`src/rtl/cache_arbiter_pkg.sv`:
```
// -----------------------------------------------------------------------------
// arbiter_types
//   Shared types and constants for cache_arbiter.
//   - arb_state_t      : arbiter FSM states
//   - LINE_OFFSET_BITS : byte-offset bits inside one cache line (32-byte line)
// -----------------------------------------------------------------------------
package arbiter_types;

  typedef enum logic [1:0] {
    IDLE    = 2'd0,
    SERVE_I = 2'd1,
    SERVE_D = 2'd2,
    RECOVER = 2'd3
  } arb_state_t;

  localparam int LINE_OFFSET_BITS = 5;

endpackage : arbiter_types

```
`src/rtl/cache_arbiter.sv`:
```
// -----------------------------------------------------------------------------
// cache_arbiter
//   Shares one physical-memory line port between the instruction cache
//   (read-only) and the data cache (read/write). One line transaction is in
//   flight at a time; ties alternate winners so neither cache starves.
//
// Ports
//   clk, rst                       : clock, asynchronous active-low reset
//   i_read, i_addr                 : icache line-read request (held until i_resp)
//   i_rdata, i_resp                : icache read line and one-cycle done strobe
//   d_read, d_write, d_addr,
//   d_wdata                        : dcache request (held until d_resp)
//   d_rdata, d_resp                : dcache read line and one-cycle done strobe
//   pmem_read, pmem_write,
//   pmem_address, pmem_wdata       : memory request, held until pmem_resp
//   pmem_rdata, pmem_resp          : memory response line and done strobe
// -----------------------------------------------------------------------------
module cache_arbiter
  import arbiter_types::*;
#(
  parameter int ADDR_W = 32,
  parameter int LINE_W = 256
) (
  input  logic              clk,
  input  logic              rst,

  input  logic              i_read,
  input  logic [ADDR_W-1:0] i_addr,
  output logic [LINE_W-1:0] i_rdata,
  output logic              i_resp,

  input  logic              d_read,
  input  logic              d_write,
  input  logic [ADDR_W-1:0] d_addr,
  input  logic [LINE_W-1:0] d_wdata,
  output logic [LINE_W-1:0] d_rdata,
  output logic              d_resp,

  output logic              pmem_read,
  output logic              pmem_write,
  output logic [ADDR_W-1:0] pmem_address,
  output logic [LINE_W-1:0] pmem_wdata,
  input  logic [LINE_W-1:0] pmem_rdata,
  input  logic              pmem_resp
);

  // Clears the byte offset inside a line; memory only sees line addresses.
  localparam logic [ADDR_W-1:0] LINE_MASK =
    {{(ADDR_W-LINE_OFFSET_BITS){1'b1}}, {LINE_OFFSET_BITS{1'b0}}};

  // ---------------------------------------------------------------------------
  // State and request latch
  // ---------------------------------------------------------------------------
  arb_state_t        state_q, state_d;
  logic              last_d_q, last_d_d;   // 1: dcache won the most recent grant
  logic [ADDR_W-1:0] addr_q, addr_d;
  logic              write_q, write_d;
  logic [LINE_W-1:0] wdata_q, wdata_d;

  logic d_req;
  logic grant_d;
  logic serving;

  assign d_req = d_read | d_write;

  // On a tie the cache that did not win last time gets the port.
  assign grant_d = d_req & (~i_read | ~last_d_q);

  always_comb begin
    state_d  = state_q;
    last_d_d = last_d_q;
    addr_d   = addr_q;
    write_d  = write_q;
    wdata_d  = wdata_q;

    case (state_q)
      IDLE: begin
        if (grant_d) begin
          state_d  = SERVE_D;
          last_d_d = 1'b1;
          addr_d   = d_addr & LINE_MASK;
          // A write wins if both d_read and d_write are (illegally) high.
          write_d  = d_write;
          wdata_d  = d_wdata;
        end else if (i_read) begin
          state_d  = SERVE_I;
          last_d_d = 1'b0;
          addr_d   = i_addr & LINE_MASK;
          write_d  = 1'b0;
          wdata_d  = '0;
        end
      end

      SERVE_I, SERVE_D: begin
        if (pmem_resp) begin
          state_d = RECOVER;
        end
      end

      // One quiet cycle so requesters can drop or change their request
      // before the next arbitration.
      RECOVER: state_d = IDLE;

      default: state_d = IDLE;
    endcase
  end

  always_ff @(posedge clk or negedge rst) begin
    if (!rst) begin
      state_q  <= IDLE;
      last_d_q <= 1'b0;
      addr_q   <= '0;
      write_q  <= 1'b0;
      wdata_q  <= '0;
    end else begin
      state_q  <= state_d;
      last_d_q <= last_d_d;
      addr_q   <= addr_d;
      write_q  <= write_d;
      wdata_q  <= wdata_d;
    end
  end

  // ---------------------------------------------------------------------------
  // Memory side: decoded only from registered state, never from requester
  // inputs. Address and data are forced to zero outside a SERVE state so the
  // port is fully quiet in IDLE, RECOVER and reset.
  // ---------------------------------------------------------------------------
  assign serving      = (state_q == SERVE_I) || (state_q == SERVE_D);
  assign pmem_read    = serving & ~write_q;
  assign pmem_write   = serving &  write_q;
  assign pmem_address = serving ? addr_q  : '0;
  assign pmem_wdata   = serving ? wdata_q : '0;

  // ---------------------------------------------------------------------------
  // Requester side: completion is passed through in the same cycle as
  // pmem_resp; a response outside a SERVE state produces nothing.
  // ---------------------------------------------------------------------------
  assign i_resp  = (state_q == SERVE_I) & pmem_resp;
  assign d_resp  = (state_q == SERVE_D) & pmem_resp;
  assign i_rdata = pmem_rdata;
  assign d_rdata = pmem_rdata;

endmodule : cache_arbiter

```
`config.mk`:
```
export PLATFORM = sky130hd
export DESIGN_NAME = cache_arbiter
export DESIGN_NICKNAME = d
export VERILOG_FILES = /design/src/rtl/cache_arbiter_pkg.sv /design/src/rtl/cache_arbiter.sv
export SDC_FILE = /design/constraint.sdc
export NUM_CORES = 1
export LEC_CHECK = 0
export CAP_MARGIN = 15
export CELL_PAD_IN_SITES_DETAIL_PLACEMENT = 1
export CELL_PAD_IN_SITES_GLOBAL_PLACEMENT = 1
export CORE_AREA = 3 3 541 543
export CTS_CLUSTER_SIZE = 25
export DETAILED_ROUTE_END_ITERATION = 8
export DIE_AREA = 0 0 544 546
export PLACE_DENSITY = 0.3
export SLEW_MARGIN = 0
export SYNTH_ARGS = -nofsm -noshare
export SYNTH_HDL_FRONTEND = slang
export SYNTH_SLANG_ARGS = --single-unit
```
`constraint.sdc`:
```
create_clock -name clk -period 2.55 [get_ports clk]
set_input_delay 0.51 -clock clk [delete_from_list [all_inputs] [get_ports clk]]
set_output_delay 0.51 -clock clk [all_outputs]
set_load 0.02 [all_outputs]
```
Word level (Yosys, flattened, before mapping)
Index checks and enable logic that the tools add are counted.
Cells by class
  equal/unequal tests: 5
  muxes and demuxes: 13
  bitwise operators: 10
  reduce and logical (&&, ||, !) cells: 6
Operator list (count)
  2-to-1 mux 256 bit: 3
  2-to-1 mux 32 bit: 3
  2-to-1 mux 2 bit: 3
  case mux 2 bit (3 select lines): 1
  AND 1 bit: 5
  equality test 2 bit, second input constant: 2
  AND reduction 2 bit: 2
  2-to-1 mux 1 bit: 3
  != test 3 bit, second input constant: 1
  NOT 1 bit: 3
  equality test 2 x 1 -> 1 bit, second input constant: 1
  logical NOT 2 bit: 1
  != test 2 bit, second input constant: 1
  bitwise OR 1 bit: 2
  nonzero test 2 bit: 1
  OR reduction 2 bit: 1
  logical OR 1 bit: 1
Word-level totals
  flip-flop bits (word level): 292
  input port bits: 582
  output and inout port bits: 804
  logic and storage cells: 39

Longest topological paths before layout
Gate-level depths: netlist of run 1.
  word-level depth: 5
  mapped depth: 7
  depth with buffers taken out: 5

Worst setup path before layout of run 1
OpenSTA, ideal clock, no wires.
  kind: register to output
  from: register state_q[0]
  to: output port pmem_wdata[100]
  arrival: 1632 ps
  data required time: 2040 ps
  path slack: 408 ps
  cell stages (with the launch flop): 7
  buffers on the path: 3
  path through: dfrtp_1 -> inv_1 -> ha_1 -> clkbuf_1 -> clkbuf_1 -> clkbuf_1 -> and2_1
Between the ends
  cells in the longest elaborated chain, start to end: 3
  elaborated cells between the ends (all ways): 4
  those cells by class: 2 x eq/ne; 1 x mux; 1 x reduce/logical
RTL lines
  start, declared: line cache_arbiter.sv:54  | arb_state_t state_q, state_d;
  start signal, assigned: line cache_arbiter.sv:116  | state_q <= state_d;
  equality test 2 x 1 -> 1 bit / equality test 2 bit (equally long branches): line cache_arbiter.sv:129  | assign serving = (state_q == SERVE_I) || (state_q == SERVE_D);
  logical OR 1 bit *: line cache_arbiter.sv:129
  2-to-1 mux 256 bit *: line cache_arbiter.sv:133  | assign pmem_wdata = serving ? wdata_q : '0;
  end, declared: line cache_arbiter.sv:42  | output logic [LINE_W-1:0] pmem_wdata,
Every way passes the cells marked *; elsewhere a longest branch is shown, timed or not.

Final worst setup path of run 1
  from: register state_q[0]
  to: output port pmem_address[14]
Between the ends
  cells in the longest elaborated chain, start to end: 3
  elaborated cells between the ends (all ways): 4
  those cells by class: 2 x eq/ne; 1 x mux; 1 x reduce/logical
RTL lines
  equality test 2 x 1 -> 1 bit / equality test 2 bit (equally long branches): line cache_arbiter.sv:129
  logical OR 1 bit *: line cache_arbiter.sv:129
  2-to-1 mux 32 bit *: line cache_arbiter.sv:132  | assign pmem_address = serving ? addr_q : '0;
  end, declared: line cache_arbiter.sv:41  | output logic [ADDR_W-1:0] pmem_address,
Marks and branches as above.

==> results by group, run 1 <==
Critical path
  – Worst-case reg-to-reg path depth: 8
  – Kind of critical path: reg2out
  – Reg-to-reg endpoint: state_q[0]$_DFFE_PN0P_
  – Startpoint kind of the worst setup timing path: register
  – Slowest cell on the critical path: sky130_fd_sc_hd__dfrtp_1
  – Cell mode on critical path: sky130_fd_sc_hd__buf_12
  – Buf+Inv Stages, Crit Path: 7
  – Cell class contributing the biggest share of worst-path delay: buffers and inverters
  – Internal reg-to-reg setup slack: roughly 0.37 ns
  – Endpoint class of the critical path: primary output
  – Longest individual stage delay on the worst path: about 0.38 ns
  – Top fanout value on the critical path: 6
  – Data arrival time at the worst-slack endpoint: roughly 2.4 ns
  – Worst R2R Start: state_q[0]$_DFFE_PN0P_
  – Data required time of the worst path: ~2.0 ns
  – CP Cell Sequence: inv_2, ha_4, buf_12, buf_12, buf_8, buf_16, buf_12, and2_4, buf_12

Final layout
  – Fraction of layout cells with a size suffix above 1: 37.7%
  – # nets final: ~2300
  – Area taken by flip-flops and latches: approximately 7200 um2
  – Area grow syn2layout: 73.0%
  – Layout Utilization: 9.74%
  – Number of standard cells in the final layout excluding fillers: roughly 5500
  – Total of fill cells in the finished design: about 33000
  – Footprint of the multi-input gates: roughly 5200 um2

Timing
  – Final worst slack: -0.341 ns
  – Max Freq: about 350 MHz
  – Final worst path period share: 113%
  – Setup clock skew after layout: 0.0603 ns
  – Final period demand of the worst path: ~2.9 ns
  – Measured slew at the worst slew-check pin: slightly below 0.7 ns
  – Unrepaired setup endpoints after global routing: yes
  – Final Hold Vio Count: 0
  – Headroom to the max-slew limit: 53.9%
  – Final max-slew violation count: 0
  – Endpoints failing setup: 286

Synth
  – Number of synthesized register bits: between 200 and 300
  – Number of warnings printed during yosys synthesis: 0
  – Average size of a mapped cell: approximately 11 um2
  – Count of cell types in the netlist: 20
  – Sequential fraction of the synthesis area: between 40% and 50%
  – Syn Std Cell Area: 16200 um2
  – Cell count after synthesis: between 1500 and 2000

Status
  – Failing checks: setup timing
  – Outcome: finished with violations

Route
  – Total via count after detailed routing: between 10000 and 15000
  – Iteration-0 DRC Markers: around 520
  – Overall routed net length: around 130 mm
  – Average wire per cell in the routed design: ~24 um
  – Total iterations of the first detailed-routing run: 6
  – Vias per std cell: ~2.2
  – Number of routed nets with antenna violations: 0
  – Drt drc: 0

CTS
  – # clock sinks: 287
  – Depth of the CTS H-tree: 2
  – Source-to-sink clock delay at the later pin of the worst-skew pair: ~0.7 ns
  – Clock tree from TritonCTS: built
  – Clock tree buffer depth: 3
  – Cts bufs inserted: 47
  – Clock input transition at the sequential cells of the worst setup and hold paths: ~0.060 ns
  – Buffer cell driving the clock tree root: sky130_fd_sc_hd__clkbuf_16

Global route
  – Wire length of the first global-routing pass: roughly 160 mm
  – Gr usage total: between 8 and 9%
  – Leftover overflow at the end of global routing: 0
  – Via count of the first global-routing pass: 13200
  – Number of antenna violations at the first check in global routing: 63
  – Largest net degree at the start of global routing: 61

Die
  – Die span in x: around 540 um
  – Initial core utilization: 5.63%
  – Die Y-Extent: 546 um
  – Number of top-level pins: between 1000 and 1500
  – Site Rows: around 200
  – Standard cell core area: around 290000 um2
  – Die Outline Area: about 300000 um2

Flow run
  – Number of maximum-capacitance constraint violations: 0

Placed design
  – Global placer's final weighted congestion: 0.713
  – Placed cells: approximately 5400
  – HPWL after detailed placement: about 110 mm
  – Port Buffers: approximately 600

Power and ir drop
  – Leak: ~11 nW
  – Total power per unit cell area: around 1500 nW/um2
  – Peak supply drop: 0.641 mV

Worst hold path
  – Class of the tightest hold or removal check: in2async
[power by group]
group | switching (W) | total [W] | internal [W]
combinational | 0.0127 | 0.0263 | 0.0135
sequential | 0.00188 | 0.00834 | 0.00647
clock | 0.00285 | 0.00706 | 0.00421
[final cells by class]
class	count	share of cell area, %
Antenna cell	19	0.169
Clock buffer	61	4.59
Clock inverter	25	1.34
Inverter	2	0.0267
Multi-Input combinational cell	646	18.4
Sequential cell	287	25.6
Tap cell	3781	16.8
Timing Repair Buffer	724	33.0
[what timing repair did]
action / in CTS / in global routing
resized for setup: 431 / 233
pin swaps: 2 / 2
setup endpoints to repair: 287 / 287
cloned: 4 / 9
hold buffers: 1 / 0
endpoints found under the hold margin: 25 / 0
setup buffers: 15 / 8
[sequential cells by signal, indices dropped and copies added, names as in the netlist]
| name | cells |
|---|---|
| addr_q | 27 |
| last_d_q | 1 |
| state_q | 2 |
| wdata_q | 256 |
| write_q | 1 |
[stage by stage]
stage	area, um2	power (W)	TNS [ns]	hold slack (ns)	setup slack (ns)
after floorplan	16200	0.0170	0	0.214	0.408
after global placement	25200	0.0309	0	0.469	0.0516
after detailed placement	25200	0.0309	0	0.473	0.0568
after CTS	27500	0.0409	-108.13	0.286	-0.508
after global routing	28000	0.0447	-112.16	0.343	-0.491
final	28100	0.0417	-66.64	0.362	-0.341
[cells by family (layout without fill, tap and decap cells)]
family | count (synthesis) | in the layout | synth area share, %
buffers and inverters | 617 | 812 | 26.8
and+or+nand+nor | 318 | 318 | 11.8
AOI/OAI and AO/OA | 289 | 289 | 15.0
DFF | 287 | 287 | 44.2
muxes | 30 | 30 | 1.86
adders and majority gates | 4 | 4 | 0.308
other | 1 | 24 | 0.0231
[placed cells by master (no fill, tap or decap), drive strengths merged, types with 6 or more instances in the layout]
cell type and instances:
nand2 27, and2 287, clkdlybuf4s50 315, clkdlybuf4s15 28, dfrtp 287, diode 19
buf 362, mux2i 29, clkinv 13, clkbuf 79, a22o 257, bufinv 6
o21ai 27
[per-layer routing]
metal | global-route usage [%] | part of all wire [%] | vias to the layer above
li1 | - | - | 5067
met1 | 9.27 | 38 | 5822
met2 | 12.0 | 41 | 903
met3 | 4.89 | 14 | 409
met4 | 4.82 | 6.3 | 6
met5 | 0 | 0.031 | -
[synthesized netlist by cell type]
| master | number | area share, % |
|---|---|---|
| sky130_fd_sc_hd__buf_4 | 523 | 24 |
| sky130_fd_sc_hd__and2_1 | 287 | 11 |
| sky130_fd_sc_hd__dfrtp_1 | 287 | 44 |
| sky130_fd_sc_hd__a22o_1 | 257 | 14 |
| sky130_fd_sc_hd__buf_2 | 54 | 1.7 |
| sky130_fd_sc_hd__clkbuf_1 | 38 | 0.88 |
| sky130_fd_sc_hd__mux2i_1 | 29 | 1.8 |
| sky130_fd_sc_hd__nand2_1 | 27 | 0.62 |
| sky130_fd_sc_hd__o21ai_1 | 27 | 0.83 |
| sky130_fd_sc_hd__ha_1 | 4 | 0.31 |
| sky130_fd_sc_hd__a21oi_1 | 2 | 0.062 |
| sky130_fd_sc_hd__inv_1 | 2 | 0.046 |
| sky130_fd_sc_hd__nor2b_1 | 2 | 0.077 |
| sky130_fd_sc_hd__a21o_1 | 1 | 0.046 |
| sky130_fd_sc_hd__a2bb2oi_2 | 1 | 0.092 |
| sky130_fd_sc_hd__conb_1 | 1 | 0.023 |
| sky130_fd_sc_hd__mux2_2 | 1 | 0.069 |
| sky130_fd_sc_hd__nor2_1 | 1 | 0.023 |
| sky130_fd_sc_hd__nor3_1 | 1 | 0.031 |
| sky130_fd_sc_hd__o31ai_2 | 1 | 0.077 |
[worst register-to-register path, delay by kind of cell, from the launching register on]
kind / cells / cell delay (ns)
flops: 1 / 0.38
fa+ha+maj: 1 / 0.26
mux: 1 / 0.36
simple gates: 1 / 0.13
buf+inv: 4 / 0.70
compound gates: 1 / 0.23
[worst max path at each step]
| stage | to | start | cells past startpoint |
|---|---|---|---|
| 2_1_floorplan | pmem_wdata[100] | state_q[0]$_DFFE_PN0P_ | 6 |
| 3_3_place_gp | pmem_address[12] | state_q[0]$_DFFE_PN0P_ | 5 |
| 3_5_place_dp | pmem_wdata[203] | state_q[1]$_DFFE_PN0P_ | 5 |
| 4_1_cts | pmem_wdata[174] | state_q[1]$_DFFE_PN0P_ | 7 |
| 5_1_grt | pmem_wdata[109] | state_q[1]$_DFFE_PN0P_ | 7 |
| 6_report | pmem_address[14] | state_q[0]$_DFFE_PN0P_ | 9 |
Note: power is estimated with default switching activity, not from simulation.
==> inputs of run 2 (changes only) <==
--- a/config.mk
+++ b/config.mk
@@ -8,12 +8,12 @@
 export CAP_MARGIN = 15
 export CELL_PAD_IN_SITES_DETAIL_PLACEMENT = 1
 export CELL_PAD_IN_SITES_GLOBAL_PLACEMENT = 1
-export CORE_AREA = 3 3 541 543
+export CORE_AREA = 3 3 534 536
 export CTS_CLUSTER_SIZE = 25
 export DETAILED_ROUTE_END_ITERATION = 8
-export DIE_AREA = 0 0 544 546
+export DIE_AREA = 0 0 537 539
 export PLACE_DENSITY = 0.3
-export SLEW_MARGIN = 0
+export SLEW_MARGIN = 10
 export SYNTH_ARGS = -nofsm -noshare
 export SYNTH_HDL_FRONTEND = slang
 export SYNTH_SLANG_ARGS = --single-unit
==> constraint.sdc (replaced) <==
create_clock -name clk -period 2.5 [get_ports clk]
set_input_delay 0.5 -clock clk [delete_from_list [all_inputs] [get_ports clk]]
set_output_delay 0.5 -clock clk [all_outputs]
set_load 0.02 [all_outputs]
==> run 2 against run 1 <==
  * Total power is 7.7% higher
  * Clock power is 2.8% lower
  * Critical path depth stayed put
  * Worst setup slack worse by 0.0074 ns
  * Via count is 0.41% higher
  * Die area is 2.6% lower
  * Wire length is 4.8% higher
  * Worst hold slack better by 0.062 ns
  * Sequential power is 1% lower
  * Critical endpoint is now pmem_wdata[38]
  * Largest cell class unchanged
  * The run still ends with setup timing left
==> results by group, run 2 (synthesis gave the netlist of run 1 again) <==
Critical path
  – Cell mode on critical path: sky130_fd_sc_hd__buf_12
  – Endpoint class of the critical path: primary output
  – Internal reg-to-reg setup slack: 0.31 ns (-0.06 ns)
  – Longest individual stage delay on the worst path: 0.39 ns (about the same)
  – Slowest cell on the critical path: sky130_fd_sc_hd__dfrtp_1
  – Data required time of the worst path: 2.00 ns (-0.04 ns)
  – Kind of critical path: reg2out
  – Startpoint kind of the worst setup timing path: register
  – Data arrival time at the worst-slack endpoint: 2.35 ns (-0.03 ns)
  – Cell class contributing the biggest share of worst-path delay: buffers and inverters
  – CP Cell Sequence: inv_2, ha_4, buf_6, buf_12, buf_16, buf_12, clkbuf_16, and2_4, buf_12
  – Top fanout value on the critical path: 6 (unchanged)
  – Buf+Inv Stages, Crit Path: 7 (unchanged)

Final layout
  – Area taken by flip-flops and latches: 7180 um2 (unchanged)
  – # nets final: 2311 (+0.74%)
  – Fraction of layout cells with a size suffix above 1: 41.9% (+4.2 points)
  – Footprint of the multi-input gates: 5330 um2 (+3.2%)
  – Commonest non-fill, non-tap cell in the layout: sky130_fd_sc_hd__clkdlybuf4s50_1
  – Largest register by flop count: wdata_q
  – Area grow syn2layout: 75.6%
  – Largest registers: wdata_q: 256 flops, addr_q: 27 flops, state_q: 2 flops
  – Flip-flop count of the largest register after layout: 256 (unchanged)
  – Total of fill cells in the finished design: 32600 (-2.5%)
  – Top library cells by usage in the layout, fill and taps aside: sky130_fd_sc_hd__clkdlybuf4s50_1, sky130_fd_sc_hd__dfrtp_1, sky130_fd_sc_hd__a22o_1

Route
  – Iteration-0 DRC Markers: 460 (-11%)
  – Vias per std cell: 2.23 (+1.1%)
  – Total iterations of the first detailed-routing run: 7 (+1)
  – Drt drc: 0 (unchanged)
  – Total via count after detailed routing: 12300 (+0.41%)
  – Number of routed nets with antenna violations: 0 (unchanged)
  – Average wire per cell in the routed design: 24.9 um (+5.5%)
  – Overall routed net length: 137 mm (+4.8%)

Power and ir drop
  – Total power per unit cell area: 1580 nW/um2 (+6.1%)
  – Final Power: 0.0449 W (+7.7%)
  – Leak: 11.3 nW (+3.1%)
  – Peak supply drop: 0.640 mV (about the same)

Timing
  – Endpoints failing setup: 284 (-0.70%)
  – Final worst slack: -0.348 ns (-0.00736 ns)
  – Worst-case hold slack: 0.425 ns (+0.0624 ns)
  – Measured slew at the worst slew-check pin: 0.609 ns (-0.0832 ns)
  – Headroom to the max-slew limit: 59.4% (+5.5 points)
  – Final max-slew violation count: 0 (unchanged)
  – Final period demand of the worst path: roughly 2.8 ns
  – Final worst path period share: 114%
  – Final Hold Vio Count: 0 (unchanged)
  – Setup clock skew after layout: 0.0221 ns (-0.0381 ns)
  – Max Freq: between 300 and 400 MHz
  – Unrepaired setup endpoints after global routing: yes

CTS
  – Clock tree from TritonCTS: built
  – Source-to-sink clock delay at the later pin of the worst-skew pair: 0.66 ns (-0.04 ns)
  – Buffer cell driving the clock tree root: sky130_fd_sc_hd__clkbuf_16
  – # clock sinks: 287 (unchanged)
  – Cts bufs inserted: 47 (unchanged)
  – Clock input transition at the sequential cells of the worst setup and hold paths: 0.06 ns (about the same)
  – Depth of the CTS H-tree: 2 (unchanged)
  – Clock tree buffer depth: 3 (unchanged)

Global route
  – Wire length of the first global-routing pass: 166 mm (+4.7%)
  – Number of antenna violations at the first check in global routing: 47 (-25%)
  – Gr usage total: 8.91% (+0.65 points)
  – Largest net degree at the start of global routing: 60 (-1.6%)
  – Leftover overflow at the end of global routing: 0 (unchanged)
  – Via count of the first global-routing pass: 13500 (+1.7%)

Die
  – Site Rows: 195 (-1.0%)
  – Die Outline Area: 289000 um2 (-2.6%)
  – Standard cell core area: 281000 um2 (-2.4%)
  – Number of top-level pins: 1386 (unchanged)
  – Die span in x: 537 um (-1.3%)
  – Die Y-Extent: 539 um (-1.3%)
  – Initial core utilization: 5.77% (+0.14 points)

Worst hold path
  – Class of the tightest hold or removal check: in2reg

Status
  – Failing checks: setup timing
  – Outcome: finished with violations

Placed design
  – Port Buffers: 602 (unchanged)
  – Global placer's final weighted congestion: 0.704 (-1.3%)
  – HPWL after detailed placement: 111 mm (+3.2%)

Flow run
  – Number of maximum-capacitance constraint violations: 0 (unchanged)
run 2: cell types whose count changed in the layout (fill, tap and decap cells not counted), moves of 6 or more:
cell | before | now
sky130_fd_sc_hd__and2_1 | 123 | 58
sky130_fd_sc_hd__and2_4 | 160 | 228
sky130_fd_sc_hd__buf_12 | 199 | 191
sky130_fd_sc_hd__buf_16 | 8 | 15
sky130_fd_sc_hd__buf_4 | 107 | 92
sky130_fd_sc_hd__buf_6 | 40 | 80
sky130_fd_sc_hd__clkbuf_16 | 55 | 62
sky130_fd_sc_hd__clkbuf_2 | 9 | 0
sky130_fd_sc_hd__clkbuf_8 | 6 | 12
sky130_fd_sc_hd__clkdlybuf4s15_2 | 28 | 16
sky130_fd_sc_hd__diode_2 | 19 | 4
run 2: power breakdown:
part           switching (W)  internal [W]
Combinational         0.0141        0.0157
Sequential           0.00166       0.00660
Clock                0.00284       0.00402
run 2: worst reg2reg max path, cell delays in order (launching register included):
cell and delay, ns:
sky130_fd_sc_hd__dfrtp_1 0.39, sky130_fd_sc_hd__inv_2 0.08, sky130_fd_sc_hd__ha_4 0.22, sky130_fd_sc_hd__buf_4 0.14, sky130_fd_sc_hd__buf_12 0.14, sky130_fd_sc_hd__clkbuf_16 0.18, sky130_fd_sc_hd__buf_4 0.15, sky130_fd_sc_hd__nor2b_1 0.12
sky130_fd_sc_hd__a21oi_1 0.27, sky130_fd_sc_hd__mux2_2 0.37
run 2: timing repair:
action                                  in CTS  in global routing
endpoints found under the hold margin       27                  0
endpoints found under the setup margin     287                287
gates cloned                                11                 17
gates resized for setup                    615                276
hold buffers                                 1                  0
buffers inserted                            19                 10
pin swaps                                    4                  9
run 2: layout make-up:
| type | count | share of cell area, % |
|---|---|---|
| Timing Repair Buffer | 741 | 34.1 |
| Sequential cell | 287 | 25.2 |
| Multi-Input combinational cell | 646 | 18.7 |
| Tap cell | 3743 | 16.4 |
| Clock buffer | 65 | 4.78 |
| Clock inverter | 17 | 0.707 |
| Antenna cell | 4 | 0.0351 |
| Inverter | 2 | 0.0263 |
run 2: layer usage:
| metal | global-route usage, % | up-vias | part of all wire [%] |
|---|---|---|---|
| met5 | 0.283 | - | 0.082 |
| met4 | 5.16 | 6 | 6.4 |
| met3 | 5.99 | 400 | 16 |
| met2 | 13.1 | 976 | 42 |
| met1 | 9.42 | 5801 | 36 |
| li1 | - | 5074 | - |
run 2: per-stage QoR:
| stage | instance area (um2) | cells | TNS, ns | utilization [%] | setup WS, ns |
|---|---|---|---|---|---|
| finish | 28500 | 5505 | -60.05 | 10.1 | -0.348 |
| global route | 28500 | 5503 | -103.15 | 10.1 | -0.483 |
| CTS | 27800 | 5476 | -113.33 | 9.88 | -0.492 |
| detailed placement | 25200 | 5365 | -0.0179 | 8.95 | -0.0150 |
| global placement | 25200 | 5365 | 0 | 8.95 | 0.0153 |
| floorplan | 16200 | 1550 | 0 | - | 0.368 |
run 2: worst paths after layout:
check                                        from                        to  cells past startpoint
min in group asynchronous                     rst  wdata_q[113]$_DFFE_PN0P_                      2
max                        state_q[0]$_DFFE_PN0P_            pmem_wdata[38]                      9
min reg2reg                addr_q[30]$_DFFE_PN0P_    addr_q[30]$_DFFE_PN0P_                      2
max in group asynchronous                     rst  wdata_q[168]$_DFFE_PN0P_                      3
min                                  d_wdata[191]  wdata_q[191]$_DFFE_PN0P_                      2
max reg2reg                state_q[0]$_DFFE_PN0P_    state_q[0]$_DFFE_PN0P_                      9
